--- src/rtl/pif_bus_fabric_if.sv ---
// pif_bus_fabric_if: CPU request/response, peripheral slot and error-report signals of the fabric.
// master is the requesting/peripheral side, slave is the fabric itself.
interface pif_bus_fabric_if #(
   parameter int NUM_SLOTS = 8,
   parameter int ADDR_W    = 16,
   parameter int DATA_W    = 8
);
   logic                          cpu_req;
   logic [ADDR_W-1:0]             cpu_addr;
   logic                          cpu_we;
   logic [DATA_W-1:0]             cpu_wdata;
   logic [DATA_W-1:0]             cpu_rdata;
   logic                          cpu_ready;
   logic [NUM_SLOTS-1:0]          slot_ce;
   logic                          slot_we;
   logic [ADDR_W-1:0]             slot_addr;
   logic [DATA_W-1:0]             slot_wdata;
   logic [NUM_SLOTS*DATA_W-1:0]   slot_rdata;
   logic [NUM_SLOTS-1:0]          slot_valid;
   logic                          err_irq;
   logic [1:0]                    err_code;
   logic [ADDR_W-1:0]             err_addr;
   logic                          err_clr;
   modport master (
      output cpu_req, cpu_addr, cpu_we, cpu_wdata, slot_rdata, slot_valid, err_clr,
      input  cpu_rdata, cpu_ready, slot_ce, slot_we, slot_addr, slot_wdata, err_irq, err_code, err_addr
   );
   modport slave (
      input  cpu_req, cpu_addr, cpu_we, cpu_wdata, slot_rdata, slot_valid, err_clr,
      output cpu_rdata, cpu_ready, slot_ce, slot_we, slot_addr, slot_wdata, err_irq, err_code, err_addr
   );
endinterface

--- src/rtl/pif_bus_fabric.sv ---
// pif_bus_fabric: address-decoded CPU-to-slot bus fabric with wait/timeout handling.
// Define PIF_BUS_ERR_CAPTURE_EN to enable error capture on err_irq/err_code/err_addr.
module pif_bus_fabric #(
   parameter int                          NUM_SLOTS    = 8,
   parameter int                          ADDR_W       = 16,
   parameter int                          DATA_W       = 8,
   parameter logic [NUM_SLOTS*ADDR_W-1:0] SLOT_BASE    = '0,
   parameter logic [NUM_SLOTS*ADDR_W-1:0] SLOT_MASK    = '0,
   parameter int                          TIMEOUT_CYC  = 15,
   parameter logic [DATA_W-1:0]           DEFAULT_DATA = 8'hFF
) (
   input logic             clk,
   input logic             reset_l,
   pif_bus_fabric_if.slave bus
);
   localparam int IDX_W = NUM_SLOTS > 1 ? $clog2(NUM_SLOTS) : 1;
   typedef enum logic [1:0] {IDLE, WAIT, DONE} state_t;
   state_t               state;
   logic [IDX_W-1:0]     sel;
   logic [IDX_W-1:0]     hit_idx;
   logic                 hit;
   logic                 sel_valid;
   logic                 tmo;
   logic [7:0]           cnt;
   logic [NUM_SLOTS-1:0] ce;
   logic                 ready;
   logic [DATA_W-1:0]    rdata;
   logic                 we;
   logic [ADDR_W-1:0]    addr;
   logic [DATA_W-1:0]    wdata;

   // scanning from the top down leaves the lowest matching index in hit_idx
   always_comb begin
      hit = 1'b0;
      hit_idx = '0;
      for (int i = NUM_SLOTS - 1; i >= 0; i--)
         if ((bus.cpu_addr & SLOT_MASK[i*ADDR_W +: ADDR_W]) ==
             (SLOT_BASE[i*ADDR_W +: ADDR_W] & SLOT_MASK[i*ADDR_W +: ADDR_W])) begin
            hit = 1'b1;
            hit_idx = IDX_W'(i);
         end
   end

   assign sel_valid = bus.slot_valid[sel];
   assign tmo = cnt == 8'(TIMEOUT_CYC - 1);

   always_ff @(posedge clk)
      if (reset_l) begin
         state <= IDLE;
         ce    <= '0;
         ready <= 1'b0;
         rdata <= '0;
         cnt   <= '0;
         addr  <= '0;
         wdata <= '0;
         we    <= 1'b0;
         sel   <= '0;
      end else begin
         ready <= 1'b0;
         case (state)
            IDLE:
               if (bus.cpu_req && hit) begin
                  addr  <= bus.cpu_addr;
                  we    <= bus.cpu_we;
                  wdata <= bus.cpu_wdata;
                  sel   <= hit_idx;
                  ce    <= NUM_SLOTS'(1) << hit_idx;
                  cnt   <= '0;
                  state <= WAIT;
               end else if (bus.cpu_req) begin
                  rdata <= DEFAULT_DATA;
                  ready <= 1'b1;
                  state <= DONE;
               end
            WAIT: begin
               cnt <= cnt + 8'd1;
               if (sel_valid || tmo) begin
                  ce    <= '0;
                  ready <= 1'b1;
                  rdata <= (sel_valid && !we) ? bus.slot_rdata[sel*DATA_W +: DATA_W] : DEFAULT_DATA;
                  state <= DONE;
               end
            end
            default: state <= IDLE;
         endcase
      end

   assign bus.slot_ce    = ce;
   assign bus.slot_we    = we;
   assign bus.slot_addr  = addr;
   assign bus.slot_wdata = wdata;
   assign bus.cpu_ready  = ready;
   assign bus.cpu_rdata  = rdata;

`ifdef PIF_BUS_ERR_CAPTURE_EN
   logic              err_irq;
   logic [1:0]        err_code;
   logic [ADDR_W-1:0] err_addr;
   logic              unmapped;
   logic              timeout;
   assign unmapped = state == IDLE && bus.cpu_req && !hit;
   assign timeout  = state == WAIT && !sel_valid && tmo;
   // a fresh error takes priority over a simultaneous clear
   always_ff @(posedge clk)
      if (reset_l) begin
         err_irq  <= 1'b0;
         err_code <= 2'b00;
         err_addr <= '0;
      end else if (unmapped || timeout) begin
         err_irq  <= 1'b1;
         err_code <= unmapped ? 2'b01 : 2'b10;
         err_addr <= unmapped ? bus.cpu_addr : addr;
      end else if (bus.err_clr) begin
         err_irq  <= 1'b0;
         err_code <= 2'b00;
      end
   assign bus.err_irq  = err_irq;
   assign bus.err_code = err_code;
   assign bus.err_addr = err_addr;
`else
   assign bus.err_irq  = 1'b0;
   assign bus.err_code = 2'b00;
   assign bus.err_addr = '0;
`endif
endmodule

--- src/flat_wrapper.sv ---
// flat-port wrapper written by rule: the top's interface ports become plain ports
module pif_bus_fabric_flat 
#(
   parameter int                          NUM_SLOTS    = 8,
   parameter int                          ADDR_W       = 16,
   parameter int                          DATA_W       = 8,
   parameter logic [NUM_SLOTS*ADDR_W-1:0] SLOT_BASE    = '0,
   parameter logic [NUM_SLOTS*ADDR_W-1:0] SLOT_MASK    = '0,
   parameter int                          TIMEOUT_CYC  = 15,
   parameter logic [DATA_W-1:0]           DEFAULT_DATA = 8'hFF
)
  (clk, reset_l, bus_cpu_req, bus_cpu_addr, bus_cpu_we, bus_cpu_wdata, bus_slot_rdata, bus_slot_valid, bus_err_clr, bus_cpu_rdata, bus_cpu_ready, bus_slot_ce, bus_slot_we, bus_slot_addr, bus_slot_wdata, bus_err_irq, bus_err_code, bus_err_addr);
  pif_bus_fabric_if #(.NUM_SLOTS(NUM_SLOTS), .ADDR_W(ADDR_W), .DATA_W(DATA_W)) bus_i ();
  input logic clk;
  input logic reset_l;
  input wire logic [$bits(bus_i.cpu_req)-1:0] bus_cpu_req;
  input wire logic [$bits(bus_i.cpu_addr)-1:0] bus_cpu_addr;
  input wire logic [$bits(bus_i.cpu_we)-1:0] bus_cpu_we;
  input wire logic [$bits(bus_i.cpu_wdata)-1:0] bus_cpu_wdata;
  input wire logic [$bits(bus_i.slot_rdata)-1:0] bus_slot_rdata;
  input wire logic [$bits(bus_i.slot_valid)-1:0] bus_slot_valid;
  input wire logic [$bits(bus_i.err_clr)-1:0] bus_err_clr;
  output wire logic [$bits(bus_i.cpu_rdata)-1:0] bus_cpu_rdata;
  output wire logic [$bits(bus_i.cpu_ready)-1:0] bus_cpu_ready;
  output wire logic [$bits(bus_i.slot_ce)-1:0] bus_slot_ce;
  output wire logic [$bits(bus_i.slot_we)-1:0] bus_slot_we;
  output wire logic [$bits(bus_i.slot_addr)-1:0] bus_slot_addr;
  output wire logic [$bits(bus_i.slot_wdata)-1:0] bus_slot_wdata;
  output wire logic [$bits(bus_i.err_irq)-1:0] bus_err_irq;
  output wire logic [$bits(bus_i.err_code)-1:0] bus_err_code;
  output wire logic [$bits(bus_i.err_addr)-1:0] bus_err_addr;
  assign bus_i.cpu_req = bus_cpu_req;
  assign bus_i.cpu_addr = bus_cpu_addr;
  assign bus_i.cpu_we = bus_cpu_we;
  assign bus_i.cpu_wdata = bus_cpu_wdata;
  assign bus_i.slot_rdata = bus_slot_rdata;
  assign bus_i.slot_valid = bus_slot_valid;
  assign bus_i.err_clr = bus_err_clr;
  assign bus_cpu_rdata = bus_i.cpu_rdata;
  assign bus_cpu_ready = bus_i.cpu_ready;
  assign bus_slot_ce = bus_i.slot_ce;
  assign bus_slot_we = bus_i.slot_we;
  assign bus_slot_addr = bus_i.slot_addr;
  assign bus_slot_wdata = bus_i.slot_wdata;
  assign bus_err_irq = bus_i.err_irq;
  assign bus_err_code = bus_i.err_code;
  assign bus_err_addr = bus_i.err_addr;
  pif_bus_fabric #(.NUM_SLOTS(NUM_SLOTS), .ADDR_W(ADDR_W), .DATA_W(DATA_W), .SLOT_BASE(SLOT_BASE), .SLOT_MASK(SLOT_MASK), .TIMEOUT_CYC(TIMEOUT_CYC), .DEFAULT_DATA(DEFAULT_DATA)) u_core (.clk(clk), .reset_l(reset_l), .bus(bus_i));
endmodule
--- config.mk ---
export PLATFORM = sky130hd
export DESIGN_NAME = pif_bus_fabric_flat
export DESIGN_NICKNAME = d
export VERILOG_FILES = /design/src/rtl/pif_bus_fabric_if.sv /design/src/rtl/pif_bus_fabric.sv /design/src/flat_wrapper.sv
export SDC_FILE = /design/constraint.sdc
export NUM_CORES = 1
export LEC_CHECK = 0
export CORE_UTILIZATION = 35
export DETAILED_ROUTE_END_ITERATION = 7
export PLACE_DENSITY = 0.87
export SLEW_MARGIN = 25
export SYNTH_ARGS = -nofsm -noshare
export SYNTH_HDL_FRONTEND = slang
export SYNTH_SLANG_ARGS = --single-unit
export TNS_END_PERCENT = 20
--- constraint.sdc ---
create_clock -name clk -period 4.4 [get_ports clk]
set_clock_uncertainty 0.2 [all_clocks]
set_input_delay 1.32 -clock clk [delete_from_list [all_inputs] [get_ports clk]]
set_output_delay 1.32 -clock clk [all_outputs]
set_load 0.005 [all_outputs]
==> metrics.md <==
| Metric | Value |
|---|---|
| Status | `completed` |
| Worst flop-to-flop path endpoint | `u_core.bus.slot_ce[0]$_SDFFE_PP0P_` |
| RSZ-0062 raised after global routing | `no` |
| Vias in the first global route | `1627` |
| Final Hold Vio Count | `0` |
| Fin nets | `402` |
| TritonCTS clock tree | `yes` |
| Netlist cell types | `35` |
| Vias per cell | `4.69` |
| Share of cells above drive strength 1 | `0.0467` |
| Worst vdd ir | `0.000132 V` |
| Mapped Cells | `235` |
| CTS max path bufs | `2` |
| Startpoint types | `primary input` |
| CP Data Required Time | `4.38 ns` |
| Switching Fraction | `0.253` |
| PortBufs | `71` |
| TritonCTS Sinks | `45` |
| Synthesized area per cell | `8.32 um^2` |
| 1st-pass router iterations | `4` |
| Final period util | `0.668` |
| Ant. Diodes | `0` |
| Worst Hold Depth | `2` |
| Sequential share of power | `0.519` |
| Sequential element share of the synthesized area | `0.461` |
| Hold endpoint | `u_core.bus.slot_wdata[0]$_SDFFE_PP0P_` |
| IO Pins | `162` |
| Total CTS buffers | `5` |
| Via count | `1736` |
| CTS root buf | `clkbuf_8` |
| Combinational power share | `0.173` |
| Worst setup EP type | `register` |
| Total negative slack | `0 ns` |
| Register-to-register setup slack | `2.12 ns` |
| Post-synth design cell area | `1960 um^2` |
| Hpwl dp | `3.12 mm` |
| Die width | `76.8 um` |
| Clock Latency Late Sink | `0.29 ns` |
| Total number of yosys warnings | `0` |
| First-pass GRT wire length | `7.59 mm` |
| Final Critical Period | `2.94 ns` |
| Total track usage | `0.159` |
| Final setup margin | `1.46 ns` |
| Post-CTS sizing | `0` |
| Remaining DRCs | `0` |
| Post-CTS repair timing setup buffer count | `0` |
| Fillers | `474` |
| Largest net degree at the start of global routing | `32` |
| Commonest non-fill, non-tap cell in the layout | `clkdlybuf4s50_1` |
| Routability cong. | `0.753` |
| Clock transition at the registers of the reported paths | `0.08 ns` |
| Initial antenna violation count | `0` |
| WS Path Type | `primary input to register` |
| Core area | `5240 um^2` |
| Hold wc startpoint | `u_core.bus.slot_wdata[0]$_SDFFE_PP0P_` |
| Number of placement rows | `26` |
| Max-Cap Viols | `0` |
| Clock Power Share | `0.308` |
| CP arrival | `2.92 ns` |
| Fmax | `340 MHz` |
| PwrDens | `318 nW/um^2` |
| Die area | `5890 um^2` |
| LEAKAGE | `0.996 nW` |
| Slew margin rel. | `0.309` |
| Maximum fanout along the worst path | `16` |
| Die Height | `76.8 um` |
| Setup Viol. Count Final | `0` |
| Routed Antenna Nets | `0` |
| Drt wl/cell | `12.0 um` |
| Initial core utilization | `0.373` |
| Max-slew violations | `0` |
| DR iter-0 viols | `64` |
| Net Sw Power | `0.217 mW` |
| Worst Hold Class | `register to register` |
| Synthesized flop and latch total | `45` |
| H-tree levels | `2` |
| R2r startpoint | `u_core.cnt[0]$_SDFFE_PP0P_` |
| WL final | `4.44 mm` |
| Worst reg2reg path depth | `5` |
| Worst slew pin tran | `1.04 ns` |
| Hold-fix buffers, CTS | `0` |
| Commonest cells after routing, fill and taps aside | `clkdlybuf4s50_1 (71), nand2_1 (54), dfxtp_1 (45)` |
| Dpl ws | `0.863 ns` |
| Int Power | `0.639 mW` |
| Area Overhead vs Synth | `37.7%` |
| Total gr overflow | `0` |
## critical path: stages
cell	delay, ns
clkdlybuf4s50_1	0.86
clkinv_1	0.44
a22o_1	0.30
## cell usage after synthesis
library cell	count	share of area
o221ai_1	8	0.036
nand4b_1	1	0.0045
and3_1	1	0.0032
clkinv_1	1	0.0019
nor2_1	1	0.0019
nand2_1	54	0.10
clkbuf_2	1	0.0026
or4_1	1	0.0038
clkbuf_1	4	0.0077
or3_1	2	0.0064
conb_1	1	0.0019
o311ai_0	1	0.0045
buf_4	29	0.11
nor3_1	2	0.0051
nor4_1	1	0.0032
and2b_1	1	0.0038
nand2b_1	2	0.0064
a21oi_1	40	0.10
buf_1	1	0.0019
or3b_1	1	0.0045
nand4_2	1	0.0064
buf_2	6	0.015
o31a_1	1	0.0045
nand3_1	4	0.010
inv_1	12	0.023
a311oi_1	3	0.013
nor3b_2	1	0.0064
o211ai_1	2	0.0077
o21ai_0	1	0.0026
o221a_2	1	0.0058
a41oi_1	1	0.0045
dfxtp_1	45	0.46
ha_1	2	0.013
a22o_1	1	0.0045
nand4bb_1	1	0.0058
## metrics by stage
| stage | hold WS [ns] | instance area, um^2 | total power [mW] | utilization | std cells |
|---|---|---|---|---|---|
| floorplan | 0.246 | 2050 | 0.535 | - | 260 |
| detailed placement | 0.247 | 2600 | 0.602 | 0.496 | 362 |
| global route | 0.278 | 2690 | 0.912 | 0.514 | 370 |
| CTS | 0.259 | 2690 | 0.867 | 0.514 | 370 |
| global placement | 0.243 | 2600 | 0.598 | 0.496 | 362 |
| finish | 0.258 | 2690 | 0.856 | 0.514 | 370 |
## worst max-delay path by stage
stage,from,end,depth (start not counted)
after global placement,bus_cpu_req,u_core.cnt[6]$_SDFFE_PP0P_,4
after floorplan,bus_cpu_req,u_core.cnt[7]$_SDFFE_PP0P_,5
after global routing,reset_l,u_core.bus.cpu_rdata[0]$_SDFFE_PP0P_,4
final,reset_l,u_core.state[0]$_SDFFE_PP0P_,3
after CTS,bus_cpu_req,u_core.cnt[2]$_SDFFE_PP0P_,4
after detailed placement,bus_cpu_req,u_core.cnt[2]$_SDFFE_PP0P_,4
## power by group through the flow
| stage | registers (mW) | clock network (mW) | logic (mW) |
|---|---|---|---|
| 6_report | 0.444 | 0.264 | 0.148 |
| 5_1_grt | 0.448 | 0.300 | 0.164 |
| 4_1_cts | 0.444 | 0.273 | 0.149 |
| 3_5_place_dp | 0.453 | 0 | 0.149 |
| 3_3_place_gp | 0.452 | 0 | 0.146 |
| 2_1_floorplan | 0.453 | 0 | 0.0821 |
## sequential cells by signal, summed over array words and instances (netlist names)
name / flops
u_core.bus.slot_we: 1
u_core.bus.cpu_rdata: 8
u_core.bus.slot_wdata: 8
u_core.bus.cpu_ready: 1
u_core.cnt: 8
u_core.bus.slot_addr: 16
u_core.state: 2
u_core.bus.slot_ce: 1
## kinds of logic (layout without fill, tap and decap cells)
group                    count (synthesis)  count (layout)  synth area share
AO/OA/AOI/OAI                           59              59             0.186
adder cells (fa/ha/maj)                  2               2            0.0128
flip-flops                              45              45             0.461
buffers and inverters                   54              94             0.164
other                                    1              26           0.00192
AND/OR/NAND/NOR                         74              74             0.175
## routing by layer
metal	global-route usage	wire (um)	vias up	part of all wire
li1	-	-	872	-
met4	0.0423	37	0	0.0083
met2	0.283	2180	76	0.49
met5	0	0	-	0
met3	0.0440	297	6	0.067
met1	0.185	1930	782	0.43
## layout make-up
type	count	area (um^2)	share of cell area
clock buffer	6	82.6	0.0307
multi-input combinational	161	835	0.310
inverter	13	48.8	0.0181
clock inverter	2	13.8	0.00511
sequential	45	901	0.334
tap	70	87.6	0.0325
timing repair buffer	73	726	0.269
Note: power is estimated with default switching activity, not from simulation.
